`src/rtl/multicycle_ctrl_unit.sv`:
```
// ============================================================================
// multicycle_ctrl_unit
// ----------------------------------------------------------------------------
// Control FSM for a multicycle RV32 datapath. It decodes the IR opcode and
// funct3 and drives every mux select and write strobe of the datapath. It
// supports LW, SW, R-type ALU, I-type ALU, BEQ/BNE and JAL, with an optional
// memory ready/wait handshake and a retired-instruction counter.
//
// Optional feature macro: ILLEGAL_TRAP_EN
//   defined   : an unknown opcode in DECODE enters TRAP. TRAP holds with all
//               strobes low and a sticky illegal_instr=1 until reset.
//   undefined : an unknown opcode retires as a NOP (DECODE -> FETCH with
//               instr_done=1). illegal_instr is tied 0 and TRAP is unreachable.
//
// Parameters
//   MEM_HANDSHAKE : 1 -> FETCH/MEMRD/MEMWR wait for mem_ready; 0 -> 1-cycle memory
//   INSTRET_W     : width of the retired-instruction counter
//
// Ports
//   clk, reset              : rising-edge clock, async active-high reset
//   opcode, funct3          : IR[6:0], IR[14:12] (funct3[0] = BNE when 1)
//   mem_ready               : memory completes the current access this cycle
//   RegWrite .. ALUSrcA     : 1-bit datapath controls
//   BranchNe                : invert the zero flag for the conditional PC write
//   ALUOp, ALUSrcB          : ALU operation class / operand B select
//   MemtoReg, PCSource      : register write-back source / PC source select
//   instr_done              : 1-cycle pulse in the last cycle of each instruction
//   instret                 : count of instr_done pulses (wraps)
//   illegal_instr           : sticky illegal-opcode flag (0 if feature off)
//   state_o                 : current state encoding, for debug
// ============================================================================
module multicycle_ctrl_unit #(
    parameter bit MEM_HANDSHAKE = 1'b1,
    parameter int INSTRET_W     = 32
) (
    input  logic                 clk,
    input  logic                 reset,
    input  logic [6:0]           opcode,
    input  logic [2:0]           funct3,
    input  logic                 mem_ready,
    output logic                 RegWrite,
    output logic                 MemRead,
    output logic                 MemWrite,
    output logic                 IRWrite,
    output logic                 PCWrite,
    output logic                 PCWriteCond,
    output logic                 IorD,
    output logic                 ALUSrcA,
    output logic                 BranchNe,
    output logic [1:0]           ALUOp,
    output logic [1:0]           ALUSrcB,
    output logic [1:0]           MemtoReg,
    output logic [1:0]           PCSource,
    output logic                 instr_done,
    output logic [INSTRET_W-1:0] instret,
    output logic                 illegal_instr,
    output logic [3:0]           state_o
);

    typedef enum logic [3:0] {
        S_FETCH  = 4'd0,
        S_DECODE = 4'd1,
        S_MEMADR = 4'd2,
        S_MEMRD  = 4'd3,
        S_MEMWB  = 4'd4,
        S_MEMWR  = 4'd5,
        S_EXEC_R = 4'd6,
        S_ALUWB  = 4'd7,
        S_EXEC_I = 4'd8,
        S_BRANCH = 4'd9,
        S_JAL    = 4'd10,
        S_TRAP   = 4'd11
    } state_t;

    localparam logic [6:0] OP_LW     = 7'b0000011;
    localparam logic [6:0] OP_SW     = 7'b0100011;
    localparam logic [6:0] OP_R      = 7'b0110011;
    localparam logic [6:0] OP_I      = 7'b0010011;
    localparam logic [6:0] OP_BRANCH = 7'b1100011;
    localparam logic [6:0] OP_JAL    = 7'b1101111;

    localparam logic [INSTRET_W-1:0] INSTRET_ONE = {{(INSTRET_W-1){1'b0}}, 1'b1};

    state_t state, next_state;
    logic   rdy;
    logic   is_lw, is_sw, is_r, is_i, is_br, is_jal, is_known;

    // Only funct3[0] (BEQ/BNE) matters to control; the other bits go to the ALU control.
    logic   unused_funct3;
    assign unused_funct3 = ^funct3[2:1];

    // With the handshake disabled memory is treated as always ready.
    assign rdy = mem_ready | !MEM_HANDSHAKE;

    assign is_lw    = (opcode == OP_LW);
    assign is_sw    = (opcode == OP_SW);
    assign is_r     = (opcode == OP_R);
    assign is_i     = (opcode == OP_I);
    assign is_br    = (opcode == OP_BRANCH);
    assign is_jal   = (opcode == OP_JAL);
    assign is_known = is_lw | is_sw | is_r | is_i | is_br | is_jal;

    assign state_o = state;

    always_ff @(posedge clk or posedge reset) begin
        if (reset) begin
            state <= S_FETCH;
        end else begin
            state <= next_state;
        end
    end

    always_comb begin
        next_state  = S_FETCH;
        RegWrite    = 1'b0;
        MemRead     = 1'b0;
        MemWrite    = 1'b0;
        IRWrite     = 1'b0;
        PCWrite     = 1'b0;
        PCWriteCond = 1'b0;
        IorD        = 1'b0;
        ALUSrcA     = 1'b0;
        BranchNe    = 1'b0;
        ALUOp       = 2'b00;
        ALUSrcB     = 2'b00;
        MemtoReg    = 2'b00;
        PCSource    = 2'b00;
        instr_done  = 1'b0;

        case (state)
            S_FETCH: begin
                MemRead = 1'b1;
                ALUSrcB = 2'b01;
                // IR and PC+4 are captured only in the cycle memory delivers the word.
                IRWrite = rdy;
                PCWrite = rdy;
                next_state = rdy ? S_DECODE : S_FETCH;
            end
            S_DECODE: begin
                // Speculatively compute PC+imm into ALUOut for branch/jump targets.
                ALUSrcB = 2'b10;
                if (is_lw || is_sw) begin
                    next_state = S_MEMADR;
                end else if (is_r) begin
                    next_state = S_EXEC_R;
                end else if (is_i) begin
                    next_state = S_EXEC_I;
                end else if (is_br) begin
                    next_state = S_BRANCH;
                end else if (is_jal) begin
                    next_state = S_JAL;
                end else begin
`ifdef ILLEGAL_TRAP_EN
                    next_state = S_TRAP;
`else
                    next_state = S_FETCH;
                    instr_done = 1'b1;
`endif
                end
            end
            S_MEMADR: begin
                ALUSrcA    = 1'b1;
                ALUSrcB    = 2'b10;
                next_state = is_lw ? S_MEMRD : S_MEMWR;
            end
            S_MEMRD: begin
                MemRead    = 1'b1;
                IorD       = 1'b1;
                next_state = rdy ? S_MEMWB : S_MEMRD;
            end
            S_MEMWB: begin
                RegWrite   = 1'b1;
                MemtoReg   = 2'b01;
                instr_done = 1'b1;
                next_state = S_FETCH;
            end
            S_MEMWR: begin
                MemWrite   = 1'b1;
                IorD       = 1'b1;
                instr_done = rdy;
                next_state = rdy ? S_FETCH : S_MEMWR;
            end
            S_EXEC_R: begin
                ALUSrcA    = 1'b1;
                ALUOp      = 2'b10;
                next_state = S_ALUWB;
            end
            S_EXEC_I: begin
                ALUSrcA    = 1'b1;
                ALUSrcB    = 2'b10;
                ALUOp      = 2'b11;
                next_state = S_ALUWB;
            end
            S_ALUWB: begin
                RegWrite   = 1'b1;
                instr_done = 1'b1;
                next_state = S_FETCH;
            end
            S_BRANCH: begin
                ALUSrcA     = 1'b1;
                ALUOp       = 2'b01;
                PCWriteCond = 1'b1;
                PCSource    = 2'b01;
                BranchNe    = funct3[0];
                instr_done  = 1'b1;
                next_state  = S_FETCH;
            end
            S_JAL: begin
                // PC already holds PC+4 from FETCH, so it is the link value.
                RegWrite   = 1'b1;
                MemtoReg   = 2'b10;
                PCWrite    = 1'b1;
                PCSource   = 2'b01;
                instr_done = 1'b1;
                next_state = S_FETCH;
            end
            S_TRAP: begin
`ifdef ILLEGAL_TRAP_EN
                next_state = S_TRAP;
`else
                next_state = S_FETCH;
`endif
            end
            default: begin
                next_state = S_FETCH;
            end
        endcase

        // No architectural state may be written while reset is held.
        if (reset) begin
            IRWrite  = 1'b0;
            PCWrite  = 1'b0;
            RegWrite = 1'b0;
            MemWrite = 1'b0;
        end
    end

    always_ff @(posedge clk or posedge reset) begin
        if (reset) begin
            instret <= '0;
        end else if (instr_done) begin
            instret <= instret + INSTRET_ONE;
        end
    end

`ifdef ILLEGAL_TRAP_EN
    always_ff @(posedge clk or posedge reset) begin
        if (reset) begin
            illegal_instr <= 1'b0;
        end else if (state == S_DECODE && !is_known) begin
            illegal_instr <= 1'b1;
        end
    end
`else
    assign illegal_instr = 1'b0;
`endif

endmodule
```
`config.mk`:
```
export PLATFORM = sky130hd
export DESIGN_NAME = multicycle_ctrl_unit
export DESIGN_NICKNAME = d
export VERILOG_FILES = /design/src/rtl/multicycle_ctrl_unit.sv
export SDC_FILE = /design/constraint.sdc
export NUM_CORES = 1
export LEC_CHECK = 0
export ABC_AREA = 0
export BUFFER_PORTS_ARGS = -buffer_cell sky130_fd_sc_hd__buf_2
export CORE_UTILIZATION = 52
export CTS_CLUSTER_SIZE = 28
export DETAILED_ROUTE_END_ITERATION = 16
export PLACE_DENSITY = 0.85
export SYNTH_ARGS = -nofsm -noshare
export SYNTH_HDL_FRONTEND = slang
export SYNTH_SLANG_ARGS = --single-unit
```
`constraint.sdc`:
```
create_clock -name clk -period 2.7 [get_ports clk]
set_clock_uncertainty 0.15 [all_clocks]
set_input_delay 0.405 -clock clk [delete_from_list [all_inputs] [get_ports clk]]
set_output_delay 0.405 -clock clk [all_outputs]
set_load 0.01 [all_outputs]
```
Yosys cells after proc, flatten, opt, wreduce, memory -nomap -nowiden

Index checks and enable logic that the tools add are counted.
W data, S select, Z words.

Register bits after elaboration: 36
Output and inout bits: 55
Word-level logic and storage cells: 62

Muxes and demuxes: 33
Add/subtract/negate cells: 1
Equal/unequal tests: 16
Reduce and logical (&&, ||, !) cells: 10

Operators by type and width:

| cell                    | number |
|---|---|
| $add A32 B1 Y32 const B | 1 |
| $pmux W4 S6             | 1 |
| $mux W4                 | 5 |
| $mux W1                 | 19 |
| $eq A4 B3 Y1 const B    | 4 |
| $eq A7 B6 Y1 const B    | 2 |
| $eq A7 B7 Y1 const B    | 2 |
| $eq A4 B4 Y1 const B    | 3 |
| $mux W3                 | 3 |
| $eq A4 B2 Y1 const B    | 2 |
| $pmux W2 S2             | 2 |
| $reduce_or A2 Y1        | 4 |
| $reduce_or A4 Y1        | 2 |
| $eq A7 B2 Y1 const B    | 1 |
| $eq A7 B5 Y1 const B    | 1 |
| $pmux W2 S3             | 1 |
| $reduce_or A3 Y1        | 2 |
| $eq A4 B1 Y1 const B    | 1 |
| $logic_not A4 Y1        | 1 |
| $pmux W1 S3             | 1 |
| $pmux W1 S2             | 1 |
| $logic_or A1 B1 Y1      | 1 |

Logic depth before layout (Yosys ltp)

Gate-level depths: netlist (run 1).

Depth after elaboration: 7
Depth in mapped cells: 8
Gate-level depth less buffers: 6

Worst setup path before layout (run 1)

OpenSTA, ideal clock, no wires.

Path type: input to output
Start: input opcode[2]
End: output instr_done
Data required time: 2.145 ns
Slack: 0.577 ns
Cell stages on the path: 5
Path buffers: 1
Arrival: 1.568 ns
Cells stage by stage: or2_4 -> a221o_1 -> a221oi_4 -> inv_4 -> buf_6

Word-level cells in the longest chain between the ends: 7
Elaborated cells between the ends (all ways): 13

Ends and longest elaborated chain:

| element       | RTL line | RTL |
|---|---|---|
| from (decl)   | 38       | `input logic [6:0] opcode,` |
| $eq A7 B7 Y1  | 100      | `assign is_jal = (opcode == OP_JAL);` |
| $mux W1       | 150      | `end else if (is_jal) begin` |
| $mux W1       | 148      | `end else if (is_br) begin` |
| $mux W1       | 146      | `end else if (is_i) begin` |
| $mux W1       | 144      | `end else if (is_r) begin` |
| $mux W1 *     | 142      | `if (is_lw \|\| is_sw) begin` |
| $pmux W1 S3 * | 130      | `case (state)` |
| to (decl)     | 54       | `output logic instr_done,` |

Mark *: on every way between the ends. The rest lies on a longest branch, timed or not.

Worst setup path in the final report (run 1)

Start: register state[2] (netlist: state_o[2])
End: output instr_done

Word-level cells in the longest chain between the ends: 3
Elaborated cells between the ends (all ways): 8

Ends and longest elaborated chain:

| element                                      | RTL line | RTL |
|---|---|---|
| from (decl)                                  | 84       | `state_t state, next_state;` |
| from (signal assigned)                       | 109      | `state <= next_state;` |
| $eq A4 B4 Y1 or $eq A4 B3 Y1 (tied branches) | 130      |  |
| $reduce_or A4 Y1 (no source line)            | n/a      |  |
| $pmux W1 S3 *                                | 130      |  |

Marks and branches as above.

==> impl_metrics.py, run 1 <==
metrics = {
    "yosys": {
        "syn_inst": 237,
        "ys_warn_count": 0,
        "synth-seq-area-share_pct": 39.4,
        "yosysTopAreaCell": "dfrtp_1",
        "ys_seq_elements": 36,
        "synth_ff_type": "dfrtp_1",
        "synth_cell_types": 50,
        "synth_area_per_cell_um2": 9.65,
        "netlist.area_leader.share_pct": 39.4,
        "synth_edf_count": 0,
        "syn_area_um2": 2290,
        "yosys-top-cells-area": "dfrtp_1, xor2_1, xnor2_1",
        "async_reset_ff_share_pct": 100,
    },
    "clocking": {
        "cts-buffers-inserted": 5,
        "ctsHtreeMaxLevel": 2,
        "clockRootBuffer": "clkbuf_8",
        "clock_sink_count": 36,
        "post_cts.repair.setup_buffers": 0,
        "cts_hold_buf": 0,
        "clockBufferDepth": 2,
        "clk_pin_slew_ns": 0.07,
        "cts_resized": 0,
        "cts_tree": "built",
        "clock_latency_ns": 0.29,
    },
    "global_routing": {
        "antenna_found_initial": 0,
        "first_global_vias": 1724,
        "grt_pass1_wl_mm": 7.88,
        "grtUsageTotal_pct": 23.0,
        "overflow": 0,
        "grt_max_degree": 37,
    },
    "min_path": {
        "holdCritPathClass": "in2async",
    },
    "sta": {
        "slew_headroom_pct": 66.1,
        "clock.fmax_mhz": 410,
        "worstMarginPinSlew_ns": 0.508,
        "report.final.slew_viol_count": 0,
        "hold_viol": 0,
        "fin_tns_setup_ns": 0,
        "rsz0062_at_grt": "false",
        "setup_ws_ns": 0.258,
        "period_share_pct": 90.4,
        "period_needed_ns": 2.44,
        "setup_violations": 0,
    },
    "cells_and_area": {
        "layout-drive-gt1-share_pct": 32.9,
        "mostFrequentLayoutCells": "buf_2, dfrtp_1, nor2_1, xor2_1, xnor2_1",
        "nets": 315,
        "seqCellArea_um2": 901,
        "syn2layout_area_growth_pct": 18.4,
        "fin_area_um2": 2710,
        "multi_input_area_um2": 1260,
        "fill_cells": 331,
        "mostFrequentLayoutCell": "buf_2",
        "antenna_cells": 0,
    },
    "route": {
        "top_layer": "met4",
        "drt-total-wl_mm": 5.09,
        "vias_per_cell": 5.74,
        "drt-met1-wl_mm": 2.31,
        "wl_per_cell_um": 14.5,
        "dr_wl_met3_um": 224,
        "dr.first_iter.drc_count": 71,
        "drcViolationCount": 0,
        "dr.pass1.iters": 5,
        "final_antenna_net_count": 0,
        "wl_met2_mm": 2.46,
        "via_count": 2014,
    },
    "die": {
        "die_y_um": 68.3,
        "die_w_um": 68.3,
        "start_util_pct": 55.5,
        "ios": 68,
        "rows": 23,
        "core_um2": 4120,
        "die_area_um2": 4660,
    },
    "worst_setup_path": {
        "critPathKind": "reg2out",
        "critPathCaptureType": "primary output",
        "worst_ep_arrival_time_ns": 1.89,
        "crit_path_max_fanout": 18,
        "rr_worst_depth": 6,
        "cp.required_ns": 2.14,
        "crit_path_start_kind": "register",
    },
    "status": {
        "status": "completed",
    },
    "power": {
        "power_density_nw_per_um2": 519,
        "p_total_uw": 1400,
        "irDropWorstVdd_uv": 299,
        "leakagePower_uw": 0.00136,
    },
    "placed_design": {
        "pre_cts_ws_ns": 0.376,
        "port_buffers": 63,
        "place.gp.congestion": 0.836,
        "dpl_cell_area_um2": 2630,
        "dp_hpwl_mm": 3.80,
    },
    "run": {
        "cap_violations": 0,
    },
}
-- cells in the mapped netlist (3+ instances only) --
cell / n
nor3b_1: 4
dfrtp_1: 36
inv_1: 4
nor3_1: 14
buf_6: 4
xnor2_1: 15
o21ai_0: 4
nand3b_1: 3
xor2_1: 17
nor2b_1: 3
a31oi_1: 4
buf_2: 3
nand2b_1: 6
nand4_1: 14
nand2_1: 13
clkbuf_1: 5
nor4b_2: 4
nor4_2: 5
nand3_1: 9
and3_1: 5
and2_1: 3
buf_4: 3
a21oi_1: 7
and4_1: 6
nor2_1: 17
-- where the power goes --
group	switching, uW	internal, uW	total [uW]
Combinational	240	157	397
Clock	182	175	357
Sequential	65.1	585	650
-- final timing paths --
path / start / slack (ns) / to
max: state_o[2] / 0.26 / instr_done
min: reset / 0.11 / instret[15]
max reg2reg: state_o[2] / 0.43 / instret[17]
min reg2reg: instret[31] / 0.33 / instret[31]
max in group asynchronous: reset / 1.96 / instret[2]
min in group clk: opcode[4] / 0.30 / state_o[1]
-- metrics by stage --
| stage | std cells | util [%] | hold slack (ns) |
|---|---|---|---|
| after floorplan | 238 | - | 0.354 |
| after global placement | 344 | 63.9 | 0.301 |
| after detailed placement | 344 | 63.9 | 0.322 |
| after CTS | 351 | 65.8 | 0.127 |
| after global routing | 351 | 65.8 | 0.157 |
| final | 351 | 65.8 | 0.110 |
-- kinds of logic (layout without fill, tap and decap cells) --
logic type	after synthesis	after routing	synth area share (%)
AO/OA/AOI/OAI	25	25	8.05
XOR/XNOR	32	32	12.3
adder cells (fa/ha/maj)	1	1	0.547
buffers and inverters	21	84	5.53
flip-flops	36	36	39.4
multiplexers	1	1	0.493
other	1	2	0.164
AND/OR/NAND/NOR	120	120	33.6
-- cell type report --
cell class | instances | area share (%)
Multi-Input combinational cell | 181 | 46.6
Sequential cell | 36 | 33.3
Timing Repair Buffer | 72 | 14.1
Clock buffer | 6 | 2.68
Tap cell | 50 | 2.31
Inverter | 5 | 0.786
Clock inverter | 1 | 0.185
-- sequential cells by signal (all words and copies together) (netlist names) --
register	cells
instret	32
state_o	4
-- metal layers --
layer  vias up  global-route usage, %
met4         0                   8.85
met2        57                   36.5
met1       967                   29.2
li1        981                      -
met5         -                      0
met3         9                   6.67
-- worst max-delay path: stages, from the launching register on --
cell      delay (ns)
dfrtp_1         0.63
nand2b_1        0.27
o22ai_2         0.12
a221oi_4        0.38
inv_4           0.05
buf_2           0.14
No activity file was read; power rests on OpenSTA's default activity.
==> run 2: changes to the inputs <==
--- a/config.mk
+++ b/config.mk
@@ -6,11 +6,14 @@
 export NUM_CORES = 1
 export LEC_CHECK = 0
 export ABC_AREA = 0
-export BUFFER_PORTS_ARGS = -buffer_cell sky130_fd_sc_hd__buf_2
-export CORE_UTILIZATION = 52
+export ABC_CLOCK_PERIOD_IN_PS = 2700
+export CELL_PAD_IN_SITES_DETAIL_PLACEMENT = 1
+export CELL_PAD_IN_SITES_GLOBAL_PLACEMENT = 1
+export CORE_UTILIZATION = 47
 export CTS_CLUSTER_SIZE = 28
 export DETAILED_ROUTE_END_ITERATION = 16
-export PLACE_DENSITY = 0.85
+export DONT_BUFFER_PORTS = 1
+export PLACE_DENSITY = 0.84
 export SYNTH_ARGS = -nofsm -noshare
 export SYNTH_HDL_FRONTEND = slang
 export SYNTH_SLANG_ARGS = --single-unit
==> run 2 against run 1 <==
Count of clock-buffer cells in the layout increased by 1. Hold slack improved by 0.034 ns. Maximum frequency decreased by 2.6%. Cell count decreased by 17%. Via count decreased by 9.2%. First-iteration DRC count increased by 34%. Utilization decreased by 14 points. Register-to-register slack about the same. Worst setup slack got worse by 0.065 ns. Clock power increased by 15%. Sequential power increased by 5.5%. Combinational power decreased by 24%. Critical path type unchanged.
==> impl_metrics.py, run 2 (synthesis gave the netlist of run 1 again) <==
metrics = {
    "status": {
        "status": "completed",
    },
    "route": {
        "via_count": 1829,
        "dr.first_iter.drc_count": 95,
        "dr.pass1.iters": 6,
        "final_antenna_net_count": 0,
        "drt-total-wl_mm": 5.57,
        "wl_per_cell_um": 19.1,
        "vias_per_cell": 6.29,
        "drcViolationCount": 0,
    },
    "sta": {
        "period_needed_ns": 2.51,
        "setup_violations": 0,
        "rsz0062_at_grt": "false",
        "holdWs_ns": 0.144,
        "hold_viol": 0,
        "worstMarginPinSlew_ns": 0.570,
        "fin_tns_setup_ns": 0,
        "setup_ws_ns": 0.193,
        "clock.fmax_mhz": 399,
        "slew_headroom_pct": 62.0,
        "period_share_pct": 92.8,
        "report.final.slew_viol_count": 0,
    },
    "clocking": {
        "cts_resized": 0,
        "cts_hold_buf": 1,
        "cts_tree": "built",
        "cts-buffers-inserted": 5,
        "clockBufferDepth": 2,
        "clk_pin_slew_ns": 0.07,
        "clock_sink_count": 36,
        "ctsHtreeMaxLevel": 2,
        "clock_latency_ns": 0.29,
        "post_cts.repair.setup_buffers": 0,
        "clockRootBuffer": "clkbuf_8",
    },
    "placed_design": {
        "pre_cts_ws_ns": 0.469,
        "place.gp.congestion": 0.770,
        "dp_hpwl_mm": 3.94,
        "port_buffers": 0,
    },
    "global_routing": {
        "grt_pass1_wl_mm": 9.18,
        "overflow": 0,
        "first_global_vias": 1900,
        "grtUsageTotal_pct": 23.4,
        "antenna_found_initial": 0,
        "grt_max_degree": 37,
    },
    "cells_and_area": {
        "final_core_util_pct": 51.7,
        "syn2layout_area_growth_pct": 6.02,
        "top_register": "instret",
        "largest_register_ffs": 32,
        "fill_cells": 534,
        "antenna_cells": 0,
        "mostFrequentLayoutCells": "dfrtp_1, nor2_1, xor2_1",
        "mostFrequentLayoutCell": "dfrtp_1",
        "layout-drive-gt1-share_pct": 14.8,
        "nets": 251,
    },
    "die": {
        "start_util_pct": 48.7,
        "die_w_um": 71.7,
        "core_um2": 4690,
        "rows": 25,
        "die_y_um": 71.7,
        "ios": 68,
        "die_area_um2": 5150,
    },
    "power": {
        "p_int_uw": 923,
        "p_total_uw": 1400,
        "leakagePower_uw": 0.00105,
        "pwr-share-comb_pct": 21.7,
        "switching_share_pct": 34.0,
        "seq_power_share_pct": 49.1,
        "clkPwrFrac_pct": 29.3,
        "power_density_nw_per_um2": 577,
        "switchingPower_uw": 476,
        "irDropWorstVdd_uv": 203,
    },
    "worst_setup_path": {
        "slowest_delay_ns": 0.58,
        "cp_slowest_cell": "dfrtp_1",
        "cp.required_ns": 2.14,
        "r2r_slack_ns": 0.42,
        "cp.buffers_inverters": 2,
        "cp_top_family": "flip-flops",
        "critPathCaptureType": "primary output",
        "crit_path_max_fanout": 21,
        "worst_ep_arrival_time_ns": 1.95,
        "cp_cell_sequence": "or3b_1 > a21oi_2 > a221oi_4 > buf_12 > inv_4",
        "critPathKind": "reg2out",
        "crit_path_start_kind": "register",
    },
    "run": {
        "cap_violations": 0,
    },
    "min_path": {
        "holdCritPathClass": "in2reg",
    },
}
## run 2: per-stage QoR
stage | instance area, um^2 | cells
after global placement | 2320 | 283
final | 2420 | 291
after floorplan | 2290 | 238
after global routing | 2420 | 291
after CTS | 2420 | 291
after detailed placement | 2320 | 283
## run 2: area by class of cell
class / instances / area (um^2) / area share [%]
Clock buffer: 7 / 96.3 / 3.98
Multi-Input combinational cell: 181 / 1260 / 52.1
Inverter: 5 / 21.3 / 0.878
Tap cell: 54 / 67.6 / 2.79
Sequential cell: 36 / 901 / 37.2
Timing Repair Buffer: 8 / 75.1 / 3.10
## run 2: worst paths after layout
| check | startpoint | end | cells past startpoint |
|---|---|---|---|
| min in group asynchronous | reset | instret[15] | 3 |
| worst max register to register | state_o[2] | instret[19] | 6 |
| worst min register to register | instret[31] | instret[31] | 1 |
| worst max-delay path | state_o[2] | instr_done | 5 |
| max in group asynchronous | reset | instret[4] | 3 |
| worst min-delay path | opcode[4] | state_o[1] | 2 |
## run 2: per-layer routing
layer / global-route usage (%) / wire length, um / up-vias
met1: 27.3 / 2330 / 929
li1: - / - / 850
met5: 0 / 0 / -
met3: 4.92 / 207 / 9
met4: 11.8 / 112 / 0
met2: 40.7 / 2910 / 41
## run 2: power groups by stage
stage,Combinational [uW],Sequential [uW],Clock [uW]
finish,303,686,409
global route,332,695,437
CTS,305,686,426
detailed placement,298,693,0
global placement,289,694,0
floorplan,259,666,0
